==> config.mk <==
export PLATFORM = sky130hd
export DESIGN_NAME = kamacore_stage_mem_flat
export DESIGN_NICKNAME = d
export VERILOG_FILES = /design/src/rtl/kamacore_pkg.sv /design/src/rtl/kamacore_stage_mem_if.sv /design/src/rtl/kamacore_lsu_align.sv /design/src/rtl/kamacore_stage_mem.sv /design/src/flat_wrapper.sv
export SDC_FILE = /design/constraint.sdc
export NUM_CORES = 1
export LEC_CHECK = 0
export ABC_AREA = 1
export BUFFER_PORTS_ARGS = -buffer_cell sky130_fd_sc_hd__buf_4
export CORE_AREA = 2 2 119 121
export DETAILED_ROUTE_END_ITERATION = 10
export DIE_AREA = 0 0 121 123
export PLACE_DENSITY = 0.67
export REMOVE_ABC_BUFFERS = 1
export SYNTH_ARGS = -nofsm -noshare
export SYNTH_HDL_FRONTEND = slang
export SYNTH_SLANG_ARGS = --single-unit
==> constraint.sdc <==
create_clock -name clk -period 2.95 [get_ports clk]
set_input_delay 0.1475 -clock clk [delete_from_list [all_inputs] [get_ports clk]]
set_output_delay 0.1475 -clock clk [all_outputs]
set_load 0.05 [all_outputs]
==> src/rtl/kamacore_pkg.sv <==
// Shared types and constants for the kamacore memory stage.
package kamacore_pkg;

  localparam int unsigned CPU_WIDTH = 32;

  // funct3 encodings for loads and stores
  localparam logic [2:0] F3_LB  = 3'd0;
  localparam logic [2:0] F3_LH  = 3'd1;
  localparam logic [2:0] F3_LW  = 3'd2;
  localparam logic [2:0] F3_LBU = 3'd4;
  localparam logic [2:0] F3_LHU = 3'd5;
  localparam logic [2:0] F3_SB  = 3'd0;
  localparam logic [2:0] F3_SH  = 3'd1;
  localparam logic [2:0] F3_SW  = 3'd2;

  typedef enum logic [1:0] {IDLE, REQ, WAIT} mem_state_t;

  typedef enum logic [1:0] {SZ_B, SZ_H, SZ_W} mem_size_t;

  // Access size from funct3; unlisted encodings behave as a full word.
  function automatic mem_size_t decode_size(input logic [2:0] f3, input logic is_store);
    mem_size_t sz;
    sz = SZ_W;
    if (is_store) begin
      case (f3)
        F3_SB:   sz = SZ_B;
        F3_SH:   sz = SZ_H;
        F3_SW:   sz = SZ_W;
        default: sz = SZ_W;
      endcase
    end else begin
      case (f3)
        F3_LB, F3_LBU: sz = SZ_B;
        F3_LH, F3_LHU: sz = SZ_H;
        F3_LW:         sz = SZ_W;
        default:       sz = SZ_W;
      endcase
    end
    return sz;
  endfunction

endpackage

==> src/rtl/kamacore_stage_mem_if.sv <==
// Data-memory request/response bus: valid/ready request, valid-only response.
interface kamacore_stage_mem_if #(
  parameter int unsigned ADDR_W = 32
) ();

  logic              dmem_req_valid;
  logic              dmem_req_ready;
  logic [ADDR_W-1:0] dmem_req_addr;
  logic              dmem_req_we;
  logic [3:0]        dmem_req_be;
  logic [31:0]       dmem_req_wdata;
  logic              dmem_rsp_valid;
  logic [31:0]       dmem_rsp_rdata;

  modport master (
    output dmem_req_valid, dmem_req_addr, dmem_req_we, dmem_req_be, dmem_req_wdata,
    input  dmem_req_ready, dmem_rsp_valid, dmem_rsp_rdata
  );

  modport slave (
    input  dmem_req_valid, dmem_req_addr, dmem_req_we, dmem_req_be, dmem_req_wdata,
    output dmem_req_ready, dmem_rsp_valid, dmem_rsp_rdata
  );

endinterface

==> src/rtl/kamacore_lsu_align.sv <==
// Combinational lane logic: byte enables, store replication, load extract/extend,
// and misalignment detection (only when KAMACORE_MEM_MISALIGN_TRAP_EN is defined).
module kamacore_lsu_align
  import kamacore_pkg::*;
(
  input  logic [2:0]  funct3,
  input  logic        is_store,
  input  logic [1:0]  addr_lo,
  input  logic [31:0] store_data,
  input  logic [31:0] load_word,
  output logic [3:0]  be,
  output logic [31:0] wdata,
  output logic [31:0] load_data,
  output logic        misalign
);

  mem_size_t   size;
  logic        zext;
  logic [7:0]  byte_lane;
  logic [15:0] half_lane;

  // Halfword lane uses addr[1] only, so an unchecked odd address rounds down.
  always_comb begin
    size      = decode_size(funct3, is_store);
    zext      = !is_store && (funct3 == F3_LBU || funct3 == F3_LHU);
    byte_lane = load_word[{addr_lo, 3'b000} +: 8];
    half_lane = load_word[{addr_lo[1], 4'b0000} +: 16];
    be        = 4'hF;
    wdata     = store_data;
    load_data = load_word;
    misalign  = 1'b0;
    case (size)
      SZ_B: begin
        be        = 4'b0001 << addr_lo;
        wdata     = {4{store_data[7:0]}};
        load_data = zext ? {24'd0, byte_lane} : {{24{byte_lane[7]}}, byte_lane};
      end
      SZ_H: begin
        be        = 4'b0011 << {addr_lo[1], 1'b0};
        wdata     = {2{store_data[15:0]}};
        load_data = zext ? {16'd0, half_lane} : {{16{half_lane[15]}}, half_lane};
`ifdef KAMACORE_MEM_MISALIGN_TRAP_EN
        misalign  = addr_lo[0];
`endif
      end
      default: begin
`ifdef KAMACORE_MEM_MISALIGN_TRAP_EN
        misalign  = |addr_lo;
`endif
      end
    endcase
  end

endmodule

==> src/rtl/kamacore_stage_mem.sv <==
// Memory-access stage: issues data-memory requests, stalls while pending,
// and registers the MEM/WB bundle. Misaligned-access trapping is built in
// when KAMACORE_MEM_MISALIGN_TRAP_EN is defined; otherwise misalign stays 0.
module kamacore_stage_mem
  import kamacore_pkg::*;
#(
  parameter int unsigned XLEN   = CPU_WIDTH,
  parameter int unsigned ADDR_W = 32
) (
  input  logic                  clk,
  input  logic                  rst,
  input  logic                  ex_valid,
  input  logic [31:0]           ex_instruction,
  input  logic [XLEN-1:0]       ex_alu_result,
  input  logic [XLEN-1:0]       ex_store_data,
  input  logic                  ex_mem_read,
  input  logic                  ex_mem_write,
  input  logic                  ex_reg_write,
  output logic                  stall,
  kamacore_stage_mem_if.master  dmem,
  output logic                  wb_valid,
  output logic [31:0]           wb_instruction,
  output logic [XLEN-1:0]       wb_result,
  output logic                  wb_reg_write,
  output logic [4:0]            fwd_rd,
  output logic [XLEN-1:0]       fwd_data,
  output logic                  misalign
);

  mem_state_t  state;
  logic [2:0]  funct3;
  logic [4:0]  rd;
  logic        is_ld, is_st, mem_op, trap, issue, load_done;
  logic        mis_raw, mis_q;
  logic [3:0]  be;
  logic [31:0] wdata, load_data;

  assign funct3 = ex_instruction[14:12];
  assign rd     = ex_instruction[11:7];
  assign is_ld  = ex_valid & ex_mem_read;
  assign is_st  = ex_valid & ex_mem_write;
  assign mem_op = is_ld | is_st;
  assign trap   = mem_op & mis_raw;
  assign issue  = mem_op & ~trap;

  kamacore_lsu_align u_align (
    .funct3     (funct3),
    .is_store   (ex_mem_write),
    .addr_lo    (ex_alu_result[1:0]),
    .store_data (ex_store_data[31:0]),
    .load_word  (dmem.dmem_rsp_rdata),
    .be         (be),
    .wdata      (wdata),
    .load_data  (load_data),
    .misalign   (mis_raw)
  );

  // Request fields come straight from ex_*, which upstream holds during stall.
  assign dmem.dmem_req_addr  = {ex_alu_result[ADDR_W-1:2], 2'b00};
  assign dmem.dmem_req_we    = is_st;
  assign dmem.dmem_req_be    = be;
  assign dmem.dmem_req_wdata = wdata;

  assign fwd_rd    = (rst && ex_valid && ex_reg_write && !ex_mem_read) ? rd : '0;
  assign fwd_data  = ex_alu_result;
  assign misalign  = mis_q;
  assign load_done = (state == WAIT) && dmem.dmem_rsp_valid;

  // Request valid and stall per state; both forced low while in reset.
  always_comb begin
    stall               = 1'b0;
    dmem.dmem_req_valid = 1'b0;
    if (rst) begin
      case (state)
        IDLE: begin
          dmem.dmem_req_valid = issue;
          stall               = issue & ~(is_st & dmem.dmem_req_ready);
        end
        REQ: begin
          dmem.dmem_req_valid = 1'b1;
          stall               = ~(is_st & dmem.dmem_req_ready);
        end
        WAIT: stall = ~dmem.dmem_rsp_valid;
        default: ;
      endcase
    end
  end

  // Access FSM and MEM/WB register; stalled cycles push a bubble into WB.
  always_ff @(posedge clk) begin
    if (!rst) begin
      state          <= IDLE;
      wb_valid       <= 1'b0;
      wb_instruction <= '0;
      wb_result      <= '0;
      wb_reg_write   <= 1'b0;
      mis_q          <= 1'b0;
    end else begin
      case (state)
        IDLE: if (issue) state <= dmem.dmem_req_ready ? (is_ld ? WAIT : IDLE) : REQ;
        REQ:  if (dmem.dmem_req_ready) state <= is_ld ? WAIT : IDLE;
        WAIT: if (dmem.dmem_rsp_valid) state <= IDLE;
        default: state <= IDLE;
      endcase
      if (!stall) begin
        wb_valid       <= ex_valid;
        wb_instruction <= ex_instruction;
        wb_result      <= load_done ? load_data : ex_alu_result;
        wb_reg_write   <= ex_valid & ex_reg_write & (rd != 5'd0) & ~trap;
        mis_q          <= trap;
      end else begin
        wb_valid       <= 1'b0;
        wb_reg_write   <= 1'b0;
        mis_q          <= 1'b0;
      end
    end
  end

endmodule
==> src/flat_wrapper.sv <==
// flat-port wrapper written by rule: the top's interface ports become plain ports
module kamacore_stage_mem_flat import kamacore_pkg::*;
#(
  parameter int unsigned XLEN   = CPU_WIDTH,
  parameter int unsigned ADDR_W = 32
)
  (clk, rst, ex_valid, ex_instruction, ex_alu_result, ex_store_data, ex_mem_read, ex_mem_write, ex_reg_write, stall, wb_valid, wb_instruction, wb_result, wb_reg_write, fwd_rd, fwd_data, misalign, dmem_dmem_req_valid, dmem_dmem_req_addr, dmem_dmem_req_we, dmem_dmem_req_be, dmem_dmem_req_wdata, dmem_dmem_req_ready, dmem_dmem_rsp_valid, dmem_dmem_rsp_rdata);
  kamacore_stage_mem_if #(.ADDR_W(ADDR_W)) dmem_i ();
  input  logic clk;
  input  logic rst;
  input  logic ex_valid;
  input  logic [31:0] ex_instruction;
  input  logic [XLEN-1:0] ex_alu_result;
  input  logic [XLEN-1:0] ex_store_data;
  input  logic ex_mem_read;
  input  logic ex_mem_write;
  input  logic ex_reg_write;
  output logic stall;
  output logic wb_valid;
  output logic [31:0] wb_instruction;
  output logic [XLEN-1:0] wb_result;
  output logic wb_reg_write;
  output logic [4:0] fwd_rd;
  output logic [XLEN-1:0] fwd_data;
  output logic misalign;
  output wire logic [$bits(dmem_i.dmem_req_valid)-1:0] dmem_dmem_req_valid;
  output wire logic [$bits(dmem_i.dmem_req_addr)-1:0] dmem_dmem_req_addr;
  output wire logic [$bits(dmem_i.dmem_req_we)-1:0] dmem_dmem_req_we;
  output wire logic [$bits(dmem_i.dmem_req_be)-1:0] dmem_dmem_req_be;
  output wire logic [$bits(dmem_i.dmem_req_wdata)-1:0] dmem_dmem_req_wdata;
  input wire logic [$bits(dmem_i.dmem_req_ready)-1:0] dmem_dmem_req_ready;
  input wire logic [$bits(dmem_i.dmem_rsp_valid)-1:0] dmem_dmem_rsp_valid;
  input wire logic [$bits(dmem_i.dmem_rsp_rdata)-1:0] dmem_dmem_rsp_rdata;
  assign dmem_dmem_req_valid = dmem_i.dmem_req_valid;
  assign dmem_dmem_req_addr = dmem_i.dmem_req_addr;
  assign dmem_dmem_req_we = dmem_i.dmem_req_we;
  assign dmem_dmem_req_be = dmem_i.dmem_req_be;
  assign dmem_dmem_req_wdata = dmem_i.dmem_req_wdata;
  assign dmem_i.dmem_req_ready = dmem_dmem_req_ready;
  assign dmem_i.dmem_rsp_valid = dmem_dmem_rsp_valid;
  assign dmem_i.dmem_rsp_rdata = dmem_dmem_rsp_rdata;
  kamacore_stage_mem #(.XLEN(XLEN), .ADDR_W(ADDR_W)) u_core (.clk(clk), .rst(rst), .ex_valid(ex_valid), .ex_instruction(ex_instruction), .ex_alu_result(ex_alu_result), .ex_store_data(ex_store_data), .ex_mem_read(ex_mem_read), .ex_mem_write(ex_mem_write), .ex_reg_write(ex_reg_write), .stall(stall), .dmem(dmem_i), .wb_valid(wb_valid), .wb_instruction(wb_instruction), .wb_result(wb_result), .wb_reg_write(wb_reg_write), .fwd_rd(fwd_rd), .fwd_data(fwd_data), .misalign(misalign));
endmodule
== Word level (Yosys, flattened, before mapping) ==
Index checks and enable logic that the tools add are counted.
Cells by class
  equal/unequal tests: 9
  shift operators: 4
  muxes and demuxes: 20
  bitwise gates (word level): 10
  reductions and logical operators: 16
Operator list (count)
  $pmux W32 S2: 2
  $mux W32: 3
  $shiftx A32 B6 Y16: 1
  $shiftx A32 B6 Y8: 1
  $mux W2: 6
  $pmux W2 S2: 2
  $pmux W4 S2: 1
  $and A1 B1 Y1: 6
  $eq A3 B3 Y1 const B: 2
  $pmux W2 S3: 1
  $reduce_or A2 Y1: 3
  $logic_and A1 B1 Y1: 5
  $mux W5: 1
  $reduce_bool A5 Y1: 1
  $eq A2 B1 Y1 const B: 2
  $logic_not A2 Y1: 2
  $ne A2 B2 Y1 const B: 2
  $shl A1 B2 Y4 const A: 1
  $shl A2 B2 Y4 const A: 1
  $eq A3 B1 Y1 const B: 1
  $logic_not A3 Y1: 1
  $not A1 Y1: 3
  $pmux W1 S3: 1
  $reduce_and A3 Y1: 1
  7 further kinds: 9
Word-level totals
  register bits: 68
  output and inout bits: 175
  logic and storage cells: 64

== Logic depth before layout (Yosys ltp) ==
  word-level depth: 7
  mapped depth: 11

== By module ==
Synthesis repeated with hierarchy kept, for this count alone.
Unflattened totals
  cells, all modules: 774
  area, all modules: 5031.1 µm²
Modules (own cells, without submodules)
  kamacore_stage_mem: times used 1, cells each 501, area an instance 3662.3 µm², sequential area each 1381.3 µm²
  kamacore_lsu_align: times used 1, cells each 273, area an instance 1368.8 µm², sequential area each 0.0 µm²

== Worst setup path after synthesis ==
Ideal clock, no wire load.
  kind: input port to output port
  from: in ex_mem_write
  to: out dmem_dmem_req_wdata[10]
  arrival time: 1.677 ns
  data required time: 2.803 ns
  setup slack: 1.126 ns
  stages on the path: 5
  buffers on the path: 1
  cell sequence: nand2_2 -> nand2_4 -> inv_1 -> clkbuf_1 -> o21ai_0
On the way
  word-level cells in the longest chain between the ends: 3
  elaborated cells between the ends (all ways): 4
Ends and longest elaborated chain
  start: declaration: line flat_wrapper.sv:16  | input logic ex_mem_write;
  $mux W2 *: line kamacore_pkg.sv:24  | if (is_store) begin
  $eq A2 B1 Y1 or $logic_not A2 Y1 (tied branches): line kamacore_lsu_align.sv:32  | case (size)
  $pmux W32 S2 *: line kamacore_lsu_align.sv:32
  end: declaration: line flat_wrapper.sv:30  | output wire logic [$bits(dmem_i.dmem_req_wdata)-1:0] dmem_dmem_req_wdata;
Every way passes the cells marked *; elsewhere a longest branch is shown, timed or not.

== Worst setup path after layout ==
  from: reg u_core.state[1]
  to: out stall
On the way
  word-level cells in the longest chain between the ends: 3
  elaborated cells between the ends (all ways): 5
Ends and longest elaborated chain
  start: declaration: line kamacore_stage_mem.sv:30  | mem_state_t state;
  start signal: assignment: line kamacore_stage_mem.sv:100  | IDLE: if (issue) state <= dmem.dmem_req_ready ? (is_ld ? WAIT : IDLE) : REQ;
  start signal: assignment: line kamacore_stage_mem.sv:101  | REQ: if (dmem.dmem_req_ready) state <= is_ld ? WAIT : IDLE;
  $eq A2 B2 Y1, or another cell as far along: line kamacore_stage_mem.sv:74  | case (state)
  $pmux W1 S3 *: line kamacore_stage_mem.sv:74
  $mux W1 *: line kamacore_stage_mem.sv:73  | if (rst) begin
  end: declaration: line flat_wrapper.sv:18  | output logic stall;
Marked as above.

==> impl_metrics.json <==
{
  "status": "finished clean",
  "cts_root_buffer": "clkbuf_16",
  "synth_cells": 753,
  "antenna_cells": 0,
  "die_w_microns": 121,
  "overflow": 0,
  "netSwitchingFraction": 0.383,
  "wl_per_cell_microns": 13.8,
  "synth_cell_type_count": 33,
  "antenna_found_initial": 0,
  "preCtsSetupSlack_ns": 0.983,
  "drv_cap": 0,
  "irDropWorstVdd_mv": 0.261,
  "drc": 0,
  "clkSlewWorstSetupHoldPaths_ns": 0.06,
  "io-pin-count": 311,
  "period_minus_slack_ns": 2.16,
  "relSlewSlack": 0.591,
  "synth.avg_cell_area_sq_um": 6.07,
  "p_int_mw": 2.38,
  "core_area_sq_um": 13600,
  "antenna_left": 0,
  "synth_flop_cell": "dfxtp_1",
  "synthArstFlopShare": 0,
  "hold_viol": 0,
  "ctsLongestPathBuffers": 2,
  "powerDensity_nw_per_um2": 566,
  "p_switching_mw": 1.48,
  "p_leak_nw": 3.81,
  "fin_crit_sh": 0.731,
  "rsz0062_at_grt": "no",
  "drtIter0Drc": 273,
  "initial_core_util": 0.336,
  "num_rows": 43,
  "numPortBuffers": 307,
  "cts_tree": "yes",
  "die_area_sq_um": 14900,
  "synth_edf_count": 0,
  "synth_common_cells": "nand2_1 (312), buf_4 (77), inv_1 (77), dfxtp_1 (68), a21oi_1 (59)",
  "hold_class": "input port to flop",
  "worstSkewPairLatency_ns": 0.33,
  "layout-drive-gt1-share": 0.357,
  "timing.setup.tns_ns": 0,
  "nNetsFinal": 1106,
  "gp_congestion": 0.846,
  "required_ns": 2.80,
  "p_seq_frac": 0.275,
  "timing.hold.ws_ns": 0.0122,
  "worst_ep_arrival_time_ns": 2.01,
  "yosysWarnings": 0,
  "grt_max_degree": 41,
  "drt_wl_total_microns": 16000,
  "crit_type": "flop to output port",
  "yosysSeqAreaShare": 0.298,
  "synth_area_leaders": "dfxtp_1 (30%), nand2_1 (26%), buf_4 (13%)",
  "pwr-share-comb": 0.384,
  "via_count": 5088,
  "synth-seq-cells": 68,
  "die_h_microns": 123,
  "worst_slack_ns": 0.793,
  "regToRegSetupSlack_ns": 1.02,
  "syn_to_final_growth_pct": 49.0,
  "firstDrtPassIters": 4,
  "dpl.hpwl_microns": 12200,
  "tightestPinTransition_ns": 0.613,
  "cts_resized": 0,
  "first_global_vias": 4553,
  "grt_first_pass_wirelength_microns": 23800,
  "max_freq_mhz": 464,
  "grt_use_total": 0.201,
  "cts_max_level": 3,
  "yosysTopAreaCellShare": 0.298,
  "slew_violations": 0,
  "cts_setup_buffers": 0,
  "p_clk_frac": 0.342,
  "crit_fanout": 19,
  "clock_skew_ns": 0.00879,
  "synth_area_sq_um": 4570,
  "viasPerCell": 4.41,
  "synth.largest_area_cell": "dfxtp_1",
  "clock-sinks": 68,
  "hold_buffers": 0,
  "yosysMostFrequentCell": "nand2_1",
  "worstSetupEndpointType": "output port",
  "start_kind": "flop",
  "cts_buffers": 9,
  "setup_violations": 0
}
cell type report:
type | count | area, sq um
Tap cell | 180 | 225
Clock buffer | 9 | 225
Timing Repair Buffer | 313 | 2360
Sequential cell | 68 | 1360
Inverter | 85 | 319
Fill cell | 1460 | 6800
Clock inverter | 6 | 138
Multi-Input combinational cell | 493 | 2180
cells in the final DEF, fill, tap and decap left out, types with 2 or more instances in the layout:
cell	count
buf_4	312
dfxtp_1	68
a21oi_1	59
nand4_1	4
nand3_1	20
o211ai_1	9
conb_1	3
nor2_1	18
nand2_1	312
o22ai_1	8
a21boi_0	7
a21boi_1	7
or2_2	7
o21ai_0	26
bufinv_16	4
clkbuf_16	9
clkinv_4	2
inv_2	7
inv_1	77
worst paths after layout:
check | start | end | depth (start not counted)
min reg2reg | u_core.wb_instruction[19] | u_core.wb_instruction[19] | 2
max reg2reg | u_core.state[1] | u_core.wb_result[11] | 7
max | u_core.state[1] | stall | 5
min | ex_instruction[6] | u_core.wb_instruction[6] | 3
routing by layer:
layer,GRT usage,routed length (microns)
met5,0,0
met4,0.0400,94
met3,0.0411,951
met2,0.327,7570
met1,0.278,7340
kinds of logic after synthesis:
kind of cell | count (synthesis) | synth area share
compound gates | 118 | 0.145
buf+inv | 194 | 0.227
flops | 68 | 0.298
other cells | 1 | 0.000820
simple gates | 372 | 0.329
metrics by stage:
step / total power [mW] / utilization / cell area (sq um) / cells
after CTS: 3.90 / 0.501 / 6810 / 1154
after detailed placement: 2.56 / 0.474 / 6450 / 1139
after global placement: 2.56 / 0.474 / 6450 / 1139
final: 3.86 / 0.501 / 6810 / 1154
after floorplan: 1.81 / - / 3860 / 646
after global routing: 4.03 / 0.501 / 6810 / 1154
power by group through the flow:
stage	registers [mW]	clock network [mW]	logic [mW]
after floorplan	1.39	0	0.423
after detailed placement	1.08	0	1.48
after global placement	1.08	0	1.48
final	1.06	1.32	1.48
after CTS	1.06	1.35	1.49
after global routing	1.07	1.39	1.57
flip-flops by register name, indices dropped and copies added, names as in the netlist:
signal,cells
u_core.wb_instruction,32
u_core.wb_result,32
u_core.state,2
u_core.wb_reg_write,1
u_core.wb_valid,1
critical path, cell delays in order (launching register included):
cell	delay [ns]
dfxtp_1	0.43
nand3b_1	0.19
nand3_1	0.30
nand2_1	0.13
inv_2	0.35
buf_4	0.28
No activity file was read; power rests on OpenSTA's default activity.
